==> config.mk <==
export PLATFORM = sky130hd
export DESIGN_NAME = video_compositor_pipelined
export DESIGN_NICKNAME = d
export VERILOG_FILES = /design/src/rtl/video_compositor_pipelined_pkg.sv /design/src/rtl/video_compositor_pipelined_osd_cell_counter.sv /design/src/rtl/video_compositor_pipelined.sv
export SDC_FILE = /design/constraint.sdc
export NUM_CORES = 1
export LEC_CHECK = 0
export ABC_AREA = 1
export BUFFER_PORTS_ARGS = -buffer_cell sky130_fd_sc_hd__buf_2
export CAP_MARGIN = 25
export CORE_UTILIZATION = 47
export DETAILED_ROUTE_END_ITERATION = 10
export HOLD_SLACK_MARGIN = 0.02
export PLACE_DENSITY = 0.81
export SLEW_MARGIN = 20
export SYNTH_ARGS = -nofsm -noshare
export SYNTH_HDL_FRONTEND = slang
export SYNTH_SLANG_ARGS = --single-unit
==> constraint.sdc <==
create_clock -name clock -period 1.5 [get_ports clock]
set_clock_uncertainty 0.05 [all_clocks]
set_input_delay 0.3 -clock clock [delete_from_list [all_inputs] [get_ports clock]]
set_output_delay 0.3 -clock clock [all_outputs]
set_load 0.1 [all_outputs]
==> src/rtl/video_compositor_pipelined_pkg.sv <==
// Shared definitions for the pipelined video compositor: RGB332 expansion,
// character codes, default OSD geometry and the glyph colour.
package video_compositor_pipelined_pkg;

  localparam int DEF_OSD_X0    = 160;
  localparam int DEF_OSD_Y0    = 24;
  localparam int DEF_OSD_COLS  = 32;
  localparam int DEF_OSD_ROWS  = 24;
  localparam int DEF_CELL_W    = 10;
  localparam int DEF_CELL_H    = 18;
  localparam int DEF_DIM_SHIFT = 3;
  localparam logic [23:0] DEF_OSD_FG = 24'hD5C4A1;

  // The font ROM leaves SPC blank, which is what makes cell borders empty.
  localparam logic [4:0] C_0 = 5'h00;
  localparam logic [4:0] C_9 = 5'h09;
  localparam logic [4:0] C__ = 5'h1F;
  localparam logic [4:0] SPC = 5'h1E;

  typedef struct packed {
    logic [7:0] r;
    logic [7:0] g;
    logic [7:0] b;
  } rgb888_t;

  function automatic rgb888_t expand_rgb332(input logic [7:0] p);
    rgb888_t c;
    c.r = {p[2:0], 5'b0};
    c.g = {p[5:3], 5'b0};
    c.b = {p[7:6], 6'b0};
    return c;
  endfunction

  function automatic rgb888_t dim_rgb(input rgb888_t c, input int unsigned sh);
    rgb888_t d;
    d.r = c.r >> sh;
    d.g = c.g >> sh;
    d.b = c.b >> sh;
    return d;
  endfunction

endpackage

==> src/rtl/video_compositor_pipelined_osd_cell_counter.sv <==
// Incremental OSD cell tracker: turns the raster x/y stream into character
// row/column and the pixel position inside the cell, without any dividers.
module osd_cell_counter
  import video_compositor_pipelined_pkg::*;
#(
  parameter int X0     = DEF_OSD_X0,
  parameter int Y0     = DEF_OSD_Y0,
  parameter int COLS   = DEF_OSD_COLS,
  parameter int ROWS   = DEF_OSD_ROWS,
  parameter int CELL_W = DEF_CELL_W,
  parameter int CELL_H = DEF_CELL_H,
  parameter int CX_W   = $clog2(CELL_W),
  parameter int CY_W   = $clog2(CELL_H)
) (
  input  logic            clock,
  input  logic            reset_n,
  input  logic            pixel_valid,
  input  logic [9:0]      pixel_x_pos,
  input  logic [9:0]      pixel_y_pos,
  output logic            in_osd,
  output logic [4:0]      row,
  output logic [4:0]      col,
  output logic [CX_W-1:0] cell_x,
  output logic [CY_W-1:0] cell_y
);

  localparam logic [9:0] X_FIRST = 10'(X0);
  localparam logic [9:0] X_LAST  = 10'(X0 + COLS * CELL_W - 1);
  localparam logic [9:0] Y_FIRST = 10'(Y0);
  localparam logic [9:0] Y_LAST  = 10'(Y0 + ROWS * CELL_H - 1);

  logic box_hit;
  logic line_in_box;

  assign box_hit = (pixel_x_pos >= X_FIRST) && (pixel_x_pos <= X_LAST) &&
                   (pixel_y_pos >= Y_FIRST) && (pixel_y_pos <= Y_LAST);
  assign line_in_box = (pixel_y_pos > Y_FIRST) && (pixel_y_pos <= Y_LAST);

  always_ff @(posedge clock or negedge reset_n) begin
    if (!reset_n) begin
      in_osd <= 1'b0;
      cell_x <= '0;
      col    <= '0;
    end else if (pixel_valid) begin
      in_osd <= box_hit;
      if (pixel_x_pos == X_FIRST) begin
        cell_x <= '0;
        col    <= '0;
      end else if (box_hit) begin
        if (cell_x == CX_W'(CELL_W - 1)) begin
          cell_x <= '0;
          col    <= col + 5'd1;
        end else begin
          cell_x <= cell_x + CX_W'(1);
        end
      end
    end
  end

  // Line counters only move at the first pixel of a line, so a mid-line
  // restart never disturbs them until the next line start.
  always_ff @(posedge clock or negedge reset_n) begin
    if (!reset_n) begin
      cell_y <= '0;
      row    <= '0;
    end else if (pixel_valid && pixel_x_pos == '0) begin
      if (pixel_y_pos == Y_FIRST) begin
        cell_y <= '0;
        row    <= '0;
      end else if (line_in_box) begin
        if (cell_y == CY_W'(CELL_H - 1)) begin
          cell_y <= '0;
          row    <= row + 5'd1;
        end else begin
          cell_y <= cell_y + CY_W'(1);
        end
      end
    end
  end

endmodule

==> src/rtl/video_compositor_pipelined.sv <==
// Three-stage compositor: frame buffer select latched at end of frame, then
// OSD character cell overlay on top of the expanded RGB332 background.
module video_compositor_pipelined
  import video_compositor_pipelined_pkg::*;
#(
  parameter int          NUM_FRAMES = 2,
  parameter int          FSEL_W     = 1,
  parameter int          OSD_X0     = DEF_OSD_X0,
  parameter int          OSD_Y0     = DEF_OSD_Y0,
  parameter int          OSD_COLS   = DEF_OSD_COLS,
  parameter int          OSD_ROWS   = DEF_OSD_ROWS,
  parameter int          CELL_W     = DEF_CELL_W,
  parameter int          CELL_H     = DEF_CELL_H,
  parameter int          DIM_SHIFT  = DEF_DIM_SHIFT,
  parameter logic [23:0] OSD_FG     = DEF_OSD_FG
) (
  input  logic                    clock,
  input  logic                    reset_n,
  input  logic                    pixel_valid,
  input  logic [9:0]              pixel_x_pos,
  input  logic [9:0]              pixel_y_pos,
  input  logic                    frame_end,
  input  logic [8*NUM_FRAMES-1:0] pixel_frame,
  input  logic [FSEL_W-1:0]       frame_select_memory,
  input  logic [FSEL_W-1:0]       frame_select_switch,
  input  logic                    osd_display,
  output logic [4:0]              char_row,
  output logic [4:0]              char_col,
  input  logic [4:0]              char_code,
  output logic [4:0]              font_char,
  output logic [3:0]              font_line,
  output logic [2:0]              font_column,
  input  logic                    font_pixel,
  output logic [7:0]              pixel_red,
  output logic [7:0]              pixel_green,
  output logic [7:0]              pixel_blue,
  output logic                    pixel_valid_out
);

  localparam int CX_W = $clog2(CELL_W);
  localparam int CY_W = $clog2(CELL_H);

  logic [FSEL_W-1:0] frame_idx;
  logic [FSEL_W-1:0] req;
  logic              osd_en;
  logic [7:0]        sel_pix;

  assign req     = frame_select_memory ^ frame_select_switch;
  assign sel_pix = pixel_frame[{frame_idx, 3'b000} +: 8];

  // Out-of-range requests are ignored so a bad index can never select garbage.
  always_ff @(posedge clock or negedge reset_n) begin
    if (!reset_n) begin
      frame_idx <= '0;
      osd_en    <= 1'b0;
    end else if (frame_end) begin
      if (int'(req) < NUM_FRAMES) frame_idx <= req;
      osd_en <= osd_display;
    end
  end

  logic            s1_valid;
  rgb888_t         s1_rgb;
  logic            s1_in_osd;
  logic [4:0]      s1_row;
  logic [4:0]      s1_col;
  logic [CX_W-1:0] s1_cell_x;
  logic [CY_W-1:0] s1_cell_y;

  osd_cell_counter #(
    .X0(OSD_X0), .Y0(OSD_Y0), .COLS(OSD_COLS), .ROWS(OSD_ROWS),
    .CELL_W(CELL_W), .CELL_H(CELL_H)
  ) u_cell_counter (
    .clock(clock), .reset_n(reset_n), .pixel_valid(pixel_valid),
    .pixel_x_pos(pixel_x_pos), .pixel_y_pos(pixel_y_pos),
    .in_osd(s1_in_osd), .row(s1_row), .col(s1_col),
    .cell_x(s1_cell_x), .cell_y(s1_cell_y)
  );

  always_ff @(posedge clock or negedge reset_n) begin
    if (!reset_n) begin
      s1_valid <= 1'b0;
      s1_rgb   <= '0;
    end else begin
      s1_valid <= pixel_valid;
      if (pixel_valid) s1_rgb <= expand_rgb332(sel_pix);
    end
  end

  assign char_row = s1_row;
  assign char_col = s1_col;

  logic       s1_border;
  logic       s2_valid;
  rgb888_t    s2_rgb;
  logic       s2_in_osd;
  logic       s2_border;
  logic [3:0] s2_line;
  logic [2:0] s2_column;

  assign s1_border = (s1_cell_x == '0) || (s1_cell_x == CX_W'(CELL_W - 1)) ||
                     (s1_cell_y == '0) || (s1_cell_y == CY_W'(CELL_H - 1));

  always_ff @(posedge clock or negedge reset_n) begin
    if (!reset_n) begin
      s2_valid  <= 1'b0;
      s2_rgb    <= '0;
      s2_in_osd <= 1'b0;
      s2_border <= 1'b0;
      s2_line   <= '0;
      s2_column <= '0;
    end else begin
      s2_valid  <= s1_valid;
      s2_rgb    <= s1_rgb;
      s2_in_osd <= s1_in_osd;
      s2_border <= s1_border;
      s2_line   <= s1_border ? 4'd0 : 4'(s1_cell_y - CY_W'(1));
      s2_column <= s1_border ? 3'd0 : 3'(s1_cell_x - CX_W'(1));
    end
  end

  // Char RAM data lines up with stage 2; bubbles present code 0 so the font
  // address is quiet (and zero through reset).
  assign font_char   = !s2_valid ? 5'd0 : (s2_border ? SPC : char_code);
  assign font_line   = s2_line;
  assign font_column = s2_column;

  rgb888_t out_rgb;

  always_ff @(posedge clock or negedge reset_n) begin
    if (!reset_n) begin
      out_rgb         <= '0;
      pixel_valid_out <= 1'b0;
    end else begin
      pixel_valid_out <= s2_valid;
      if (!s2_valid)                  out_rgb <= '0;
      else if (!osd_en || !s2_in_osd) out_rgb <= s2_rgb;
      else if (font_pixel)            out_rgb <= OSD_FG;
      else                            out_rgb <= dim_rgb(s2_rgb, DIM_SHIFT);
    end
  end

  assign pixel_red   = out_rgb.r;
  assign pixel_green = out_rgb.g;
  assign pixel_blue  = out_rgb.b;

endmodule
==> impl.org, run 1 <==
** Status
- The flow ran to the end, but the final reports show violations.
- Violations in the final reports :: negative setup slack

** STA
- In the finished design, the share of the clock period the worst path needs comes to 1.03.
- Setup repair after global routing missed its margin :: true
- Number of max-slew violations in the final report :: 0
- Setup_tns :: -173 ps
- Fmax :: about 640 MHz
- Minimum clock period after layout :: approximately 1600 ps
- Setup violations remaining at the end of the flow were counted as 4.
- Final hold analysis gives a worst-case slack of a little over 100 ps.
- Final Worst Setup Slack :: -50.8 ps
- Number of failing hold endpoints at the final stage :: 0

** GRT
- Grt ovf :: 0
- The first global-routing pass estimated ~12000 µm of wire.
- Largest net degree at the start of global routing :: 25
- The via count of the first global-routing pass came to approximately 2600.
- Initial antenna violation count :: 0
- In the global route stage, overall resource usage came out at 0.207.

** Placed design
- Worst Setup Slack post-DPL :: -8.50 ps
- The count of buffers added on input and output ports is 90.
- HPWL reported at the end of detailed placement :: 5190 µm
- In this run the cell area measured after placement is roughly 4100 µm².
- The number of placed instances, taps included, is roughly 530.
- Weighted congestion reported at the end of routability-driven placement :: 0.858

** Floorplan
- In this run the horizontal extent of the chip is about 85 µm.
- Core ar. :: ~6500 µm²
- 96 I/O pins were placed.
- The die covers 7260 µm².
- Rows :: 29
- For this configuration, the core starts out at a cell density of 0.498.
- From bottom edge to top edge, the die measures approximately 85 µm.

** Drt
- Once detail routing completed, the nets flagged for antenna violations numbered 0.
- The first detailed-routing pass took 4 iterations.
- In the final routed layout, each cell accounts on average for about 13 µm.
- Routed vias/inst :: 4.97
- Total via count in the routed design :: ~2700
- Detailed Route Iter0 Violations :: 90
- Detailed-route DRC error count :: 0
- Overall routed net length :: around 6800 µm

** Logic synthesis
- Mean area per synthesized cell :: ~9 µm²
- Cell type contributing the most total cell area after synthesis :: dfrtp_1
- By area the synthesized netlist is led by dfrtp_1 52%, nand2_1 7.8%, nor2_1 6.0%, ha_1 4.2%, inv_1 4.0%.
- After synthesis the cells add up to approximately 3300 µm².
- Fraction of registers with async set/reset :: 1.00
- EDFF count, synth :: 0
- Number of different library cells in the post-synthesis netlist :: 36
- The commonest cells after synthesis are 68 x nand2_1, 67 x dfrtp_1, 52 x nor2_1.
- Post-Synthesis Cells :: between 300 and 400
- FF+latch count, synth :: between 60 and 70
- The Yosys step of the flow raised 0 warnings.
- Top flip-flop cell by instance count after synthesis :: dfrtp_1
- For this run, the register share of the synthesized area comes to 0.515.
- In the post-synthesis netlist, the cell with the most instances is nand2_1.
- The share of synthesized area in the top cell type comes to 0.515.

** Cells and area
- The number of antenna diodes in the final layout is 0.
- At the end of the flow the core is filled with cells to 0.674.
- In the final layout, the share of cells above drive strength 1 is 0.373.
- The net count of the finished layout is 524.
- Registers take ~1700 µm².
- Relative to the synthesized area, the layout overhead comes to 35.3%.
- The multi-input combinational cells in the finished layout cover a total of 1450 µm².
- Design Area, Final :: ~4400 µm²
- Fill count :: approximately 500
- Layout Cells excl Fill :: between 500 and 600

** Power and ir drop
- Proportion of power drawn by combinational gates :: 0.256
- For this design the static power due to leakage is between 2 and 2.5 nW.
- Clk network pwr share :: 0.313
- For this design the ratio of total power to cell area is ~1100 nW/µm².
- Sequential fraction of design power :: 0.431
- For this design the total switching power over the nets is ~1.7 mW.
- Maximum ir drop on the vdd rail :: around 0.00064 V
- Cell Int Power :: between 3 and 4 mW
- Of the total power, the share spent switching nets is 0.352.
- Total power for the finished layout comes to ~4.9 mW.

** Clock network
- H-tree lvl count :: 3
- CTS tree :: built
- Total clock sinks :: 67
- Total clock buffers created by CTS :: 9
- Root Buffer :: clkbuf_8
- Clock transition at path regs :: ~80 ps
- Largest buffer count on any clock path :: 2
- For the worst-skew pair, the clock arrives at the later sink with an insertion delay of roughly 340 ps.

** Worst setup path
- On the critical path, the stage with the largest delay is an instance of dfrtp_2.
- CP Launch Type :: flip-flop
- For the worst flop-to-flop path, the logic depth is 6.
- Critical path class :: flip-flop to primary output
- STA classifies the critical path endpoint as a primary output.
- At the worst endpoint, the arrival time is about 1200 ps.
- Critical-path maximum fanout :: 5
- At the worst endpoint, the required time is 1150 ps.
- Cell Chain, Critical Path :: nor2_2 > nor2_4 > buf_12
- For this run, the slowest stage of the critical path takes 480 ps.

** Hold path
- Worst hold-check path type :: primary input to flip-flop
- Hold Crit Depth :: 2

** Job
- MaxCap Viol Count :: 0
## worst max-delay path, delay by kind of cell, from the launching register on
kind	cells	cell delay, ps
buffers and inverters	1	160
DFF	1	480
and+or+nand+nor	2	230
## final timing paths
path	startpoint	endpoint	slack, ps
min reg2reg	s1_valid	s2_valid	320
max	s2_border	font_char[4]	-50
max in group asynchronous	reset_n	s2_border	510
min	frame_end	frame_idx	100
max reg2reg	u_cell_counter.cell_x[1]	u_cell_counter.cell_x[3]	90
min in group asynchronous	reset_n	osd_en	390
## state kept, by name, summed over array words and instances, names as in the netlist, 5 cells and up
register and count:
s1_rgb 8, s2_rgb 8, pixel_green 6, pixel_red 6, pixel_blue 5, u_cell_counter.cell_y 5
u_cell_counter.col 5, u_cell_counter.row 5
## cell families after synthesis
group,count (synthesis),synth area share
AO/OA/AOI/OAI,35,0.0600
other,1,0.00115
adder cells (fa/ha/maj),11,0.0423
flip-flops,67,0.515
AND/OR/NAND/NOR,179,0.269
multiplexers,1,0.00346
buffers and inverters,49,0.0738
XOR/XNOR,13,0.0350
## metal layers
layer / GRT usage / part of all wire / vias up
li1: - / - / 1328
met1: 0.239 / 0.41 / 1300
met2: 0.366 / 0.53 / 74
met3: 0.0467 / 0.042 / 12
met4: 0.0924 / 0.019 / 0
met5: 0 / 0 / -
## cell type report
class                           count  share of cell area
Clock buffer                        9              0.0281
Clock inverter                      7              0.0188
Inverter                           36              0.0318
Multi-Input combinational cell    244               0.330
Sequential cell                    67               0.386
Tap cell                           77              0.0219
Timing Repair Buffer              106               0.184
## cells in the final DEF (no fill, tap or decap), drive strengths merged, types with 2 or more instances in the layout
master    instances
a21oi             5
nand4             3
xor2              6
clkbuf           10
clkinvlp          2
buf             104
o21ai            28
dfrtp            67
inv              39
ha               11
nand3            28
xnor2             7
nor3              3
conb              5
nand2            75
nor2             60
nand3b            7
## power groups by stage
stage                     sequential [mW]  combinational [mW]  clock, mW
after CTS                            2.09                1.24       1.56
after floorplan                      2.41               0.570          0
after global routing                 2.12                1.37       1.65
after global placement               2.12                1.19          0
after detailed placement             2.13                1.21          0
final                                2.10                1.25       1.52
## what timing repair did
| item | 4_1_cts | 5_1_grt |
|---|---|---|
| pin swaps | 4 | 3 |
| endpoints found under the hold margin | 15 | 0 |
| buffers inserted | 3 | 0 |
| gates resized for setup | 20 | 8 |
| endpoints found under the setup margin | 15 | 22 |
| hold buffers | 1 | 0 |
Note: power is estimated with default switching activity, not from simulation.
==> inputs of run 2 (changes only) <==
==> constraint.sdc (replaced) <==
create_clock -name clock -period 1.5 [get_ports clock]
set_clock_uncertainty 0.05 [all_clocks]
set_input_delay 0.15 -clock clock [delete_from_list [all_inputs] [get_ports clock]]
set_output_delay 0.15 -clock clock [all_outputs]
set_load 0.1 [all_outputs]
==> run 2 against run 1 <==
Final cell count increased by 0.18%. Hold slack got worse by 56 ps. The flow now finishes without violations. Largest cell class unchanged. Cell area decreased by 3.6%. Worst setup slack improved by 130 ps. Die area unchanged.
==> impl.org, run 2 (synthesized netlist as in run 1, its figures left out) <==
** Status
- Result of the run :: finished clean (was complete, but fails checks)

** STA
- Setup-violating endpoint count in the final report :: 0 (was 4)
- The count of final max-slew check failures was 0 (unchanged).
- Setup repair after global routing missed its margin :: false (was true)
- Minimum clock period after layout :: 1420 ps (was 1550 ps)
- The final period utilization is 0.944 (was 1.03).
- The post-route worst setup slack was 83.5 ps (was -50.8 ps).
- Fmax :: 706 MHz (was 645 MHz)
- Number of failing hold endpoints at the final stage :: 0 (unchanged)

** Placed design
- The worst setup slack before clock tree synthesis is 28.9 ps (was -8.50 ps).
- The placed wire-length estimate is 4940 µm (was 5190 µm).
- Placed cell areas :: 3860 µm² (was 4060 µm²)
- Cell Count Post-Placement :: 522 (was 526)
- The count of input and output buffers was 90 (unchanged).
- The weighted congestion reported at the end of routability-driven placement is 0.824 (was 0.858).

** Clock network
- The maximum level of the CTS H-tree came to 3 (unchanged).
- The insertion delay of the later-clocked pin in the worst-skew pair was 340 ps (about the same).
- The number of buffers inserted during clock tree synthesis was 9 (unchanged).
- Total clock sinks :: 67 (unchanged)
- The worst-case clock buffer depth is 2 (unchanged).
- CTS tree :: built (unchanged)
- Clock transition at path regs :: 80 ps (about the same)
- Root Buffer :: clkbuf_8 (unchanged)

** Drt
- The ratio of routed vias to standard cells came to 4.86 (was 4.97).
- Overall routed net length :: 6760 µm (was 6840 µm)
- The number of detailed-route iterations in the first pass is 4 (unchanged).
- The initial detailed-routing violation count was 83 (was 90).
- The post-route antenna net violation count came to 0 (unchanged).
- Total via count in the routed design :: 2659 (was 2714)
- Detailed-route DRC error count :: 0 (unchanged)
- DR WL/cell :: 12.4 µm (was 12.5 µm)

** Worst setup path
- The top fanout value on the critical path is 5 (unchanged).
- The register-to-register setup slack was 80 ps (was 90 ps).
- Counting stages on the worst path, the most repeated cell is nand2_1.
- Worst path required time :: 1680 ps (was 1150 ps)
- Largest stage delay on the critical path :: 390 ps (was 480 ps)
- The logic depth of the worst register-to-register path was 8 (was 6).
- Data arrival, critical path :: 1590 ps (was 1200 ps)
- Endpoint type of the worst setup path :: flip-flop (was primary output)
- Cell Chain, Critical Path :: inv_2 > ha_4 > nand3_2 > o21a_4 > nor2_4 > nand2_4 > nand2_1 > nand2_1 (was nor2_2 > nor2_4 > buf_12)
- CP Launch Type :: flip-flop (unchanged)
- The capture point of the worst reg-to-reg path is u_cell_counter.row[2] (was u_cell_counter.cell_x[3]).
- The type of the worst setup path was flip-flop to flip-flop (was flip-flop to primary output).
- The standard cell with the maximum stage delay on the critical path was dfrtp_1 (was dfrtp_2).
- The worst flop-to-flop path startpoint is u_cell_counter.cell_y[1] (was u_cell_counter.cell_x[1]).

** Power and ir drop
- The relative contribution of combinational cells to total power is 0.244 (was 0.256).
- The net switching fraction of the power came to 0.343 (was 0.352).
- Clk network pwr share :: 0.341 (was 0.313)
- The net switching power was 1.73 mW (was 1.72 mW).
- Cell Int Power :: 3.31 mW (was 3.16 mW)
- The reported leakage power is 2.28 nW (was 2.29 nW).
- Sequential fraction of design power :: 0.414 (was 0.431)
- Power density relative to cell area :: 1190 nW/µm² (was 1110 nW/µm²)
- Maximum ir drop on the vdd rail :: 0.00106 V (was 0.000636 V)

** Floorplan
- The height of the die is 85.2 µm (unchanged).
- X dimension of the die :: 85.2 µm (unchanged)
- Starting utilization of the core area :: 0.498 (unchanged)
- The total number of placement rows came to 29 (unchanged).
- The total die area came to 7260 µm² (unchanged).
- Core ar. :: 6530 µm² (unchanged)
- The number of I/O pins came to 96 (unchanged).

** Cells and area
- The layout overhead on the synthesized area came to 30.5% (was 35.3%).
- Most frequent cells in the layout: 85 x buf_2, 68 x nand2_1, 56 x dfrtp_1 (was 71 x buf_2, 67 x nand2_1, 55 x dfrtp_1).
- Layout Cells excl Fill :: 547 (was 546)
- Design Area, Final :: 4250 µm² (was 4400 µm²)
- Most common library cell in the layout ignoring fill and taps :: buf_2 (unchanged)
- The total inserted antenna cells was 0 (unchanged).
- Leading registers by flop count :: s1_rgb (8), s2_rgb (8) (unchanged)
- The combined area of the multi-input logic cells was 1400 µm² (was 1450 µm²).
- Fraction of final layout cells with drive strength greater than 1 :: 0.351 (was 0.373)
- Fill count :: 548 (was 513)
- Post-layout net count :: 525 (was 524)
- Combined flip-flop and latch cell area :: 1700 µm² (about the same)

** GRT
- Wire length of the first global-routing pass :: 10800 µm (was 11500 µm)
- The initial antenna violation count came to 0 (unchanged).
- The via count of the first global-routing pass came to 2517 (was 2647).
- The maximum number of pins on one net before global-route repair came to 59 (was 25).
- Global routing usage summed across all routing layers :: 0.192 (was 0.207)
- Grt ovf :: 0 (unchanged)

** Hold path
- Hold Crit Depth :: 3 (was 2)
- The class of the tightest hold or removal check is primary input to flip-flop (unchanged).
- Worst min-delay path endpoint :: s1_rgb[23] (was frame_idx)
- The hold path startpoint is pixel_frame[10] (was frame_end).

** Job
- The number of maximum-capacitance violations is 0 (unchanged).
==> run 2: cell types whose count changed in the layout (fill, tap and decap cells not counted), moves of 2 or more <==
cell and change:
nor2_4 -6, nor2_2 +2, dlygate4sd3_1 +5, nor2_1 +4
buf_2 +14, buf_4 -9, dfrtp_4 -2, buf_12 -9
==> run 2: final cells by class <==
type / count / area share
timing repair buffer: 107 / 0.161
tap: 77 / 0.0227
multi-input combinational: 244 / 0.331
sequential: 67 / 0.399
clock buffer: 9 / 0.0292
clock inverter: 7 / 0.0247
inverter: 36 / 0.0324
==> run 2: worst max path at each step <==
stage / to / slack [ps] / start
after floorplan: font_char[1] / -410 / s2_valid
after global placement: u_cell_counter.row[2] / 140 / u_cell_counter.cell_y[0]
after detailed placement: u_cell_counter.row[3] / 30 / u_cell_counter.cell_y[0]
after CTS: font_char[3] / -10 / s2_valid
after global routing: u_cell_counter.row[0] / 20 / u_cell_counter.cell_y[0]
final: u_cell_counter.row[2] / 80 / u_cell_counter.cell_y[1]
==> run 2: timing repair <==
item | in CTS | in global routing
pin swaps | 0 | 3
gates resized for setup | 2 | 14
endpoints found under the hold margin | 70 | 1
endpoints found under the setup margin | 2 | 17
buffers inserted | 0 | 3
hold buffers | 4 | 2
==> run 2: per-layer routing <==
layer	GRT usage	vias up	wire [µm]
li1	-	1332	-
met2	0.331	70	3530
met1	0.221	1249	2800
met3	0.0642	8	343
met5	0	-	0
met4	0.0724	0	86
==> run 2: critical path: cells and delay by family (launching register included) <==
family                     cells  cell delay, ps
AOI/OAI and AO/OA              1             150
buffers and inverters          1              90
adders and majority gates      1             130
and+or+nand+nor                5             510
DFF                            1             390
==> run 2: through the flow <==
step	power [mW]	utilization	hold slack (ps)	TNS (ps)
2_1_floorplan	2.97	-	-196	-1780
3_3_place_gp	3.25	0.592	-11.7	0
3_5_place_dp	3.29	0.592	-7.59	0
4_1_cts	5.01	0.634	21.8	-28.4
5_1_grt	5.27	0.650	24.7	0
6_report	5.03	0.650	45.0	0
==> run 2: power by group through the flow <==
stage | logic [mW] | clock network (mW) | registers, mW
2_1_floorplan | 0.567 | 0 | 2.41
3_3_place_gp | 1.14 | 0 | 2.11
3_5_place_dp | 1.17 | 0 | 2.12
4_1_cts | 1.18 | 1.75 | 2.08
5_1_grt | 1.33 | 1.83 | 2.11
6_report | 1.23 | 1.72 | 2.09
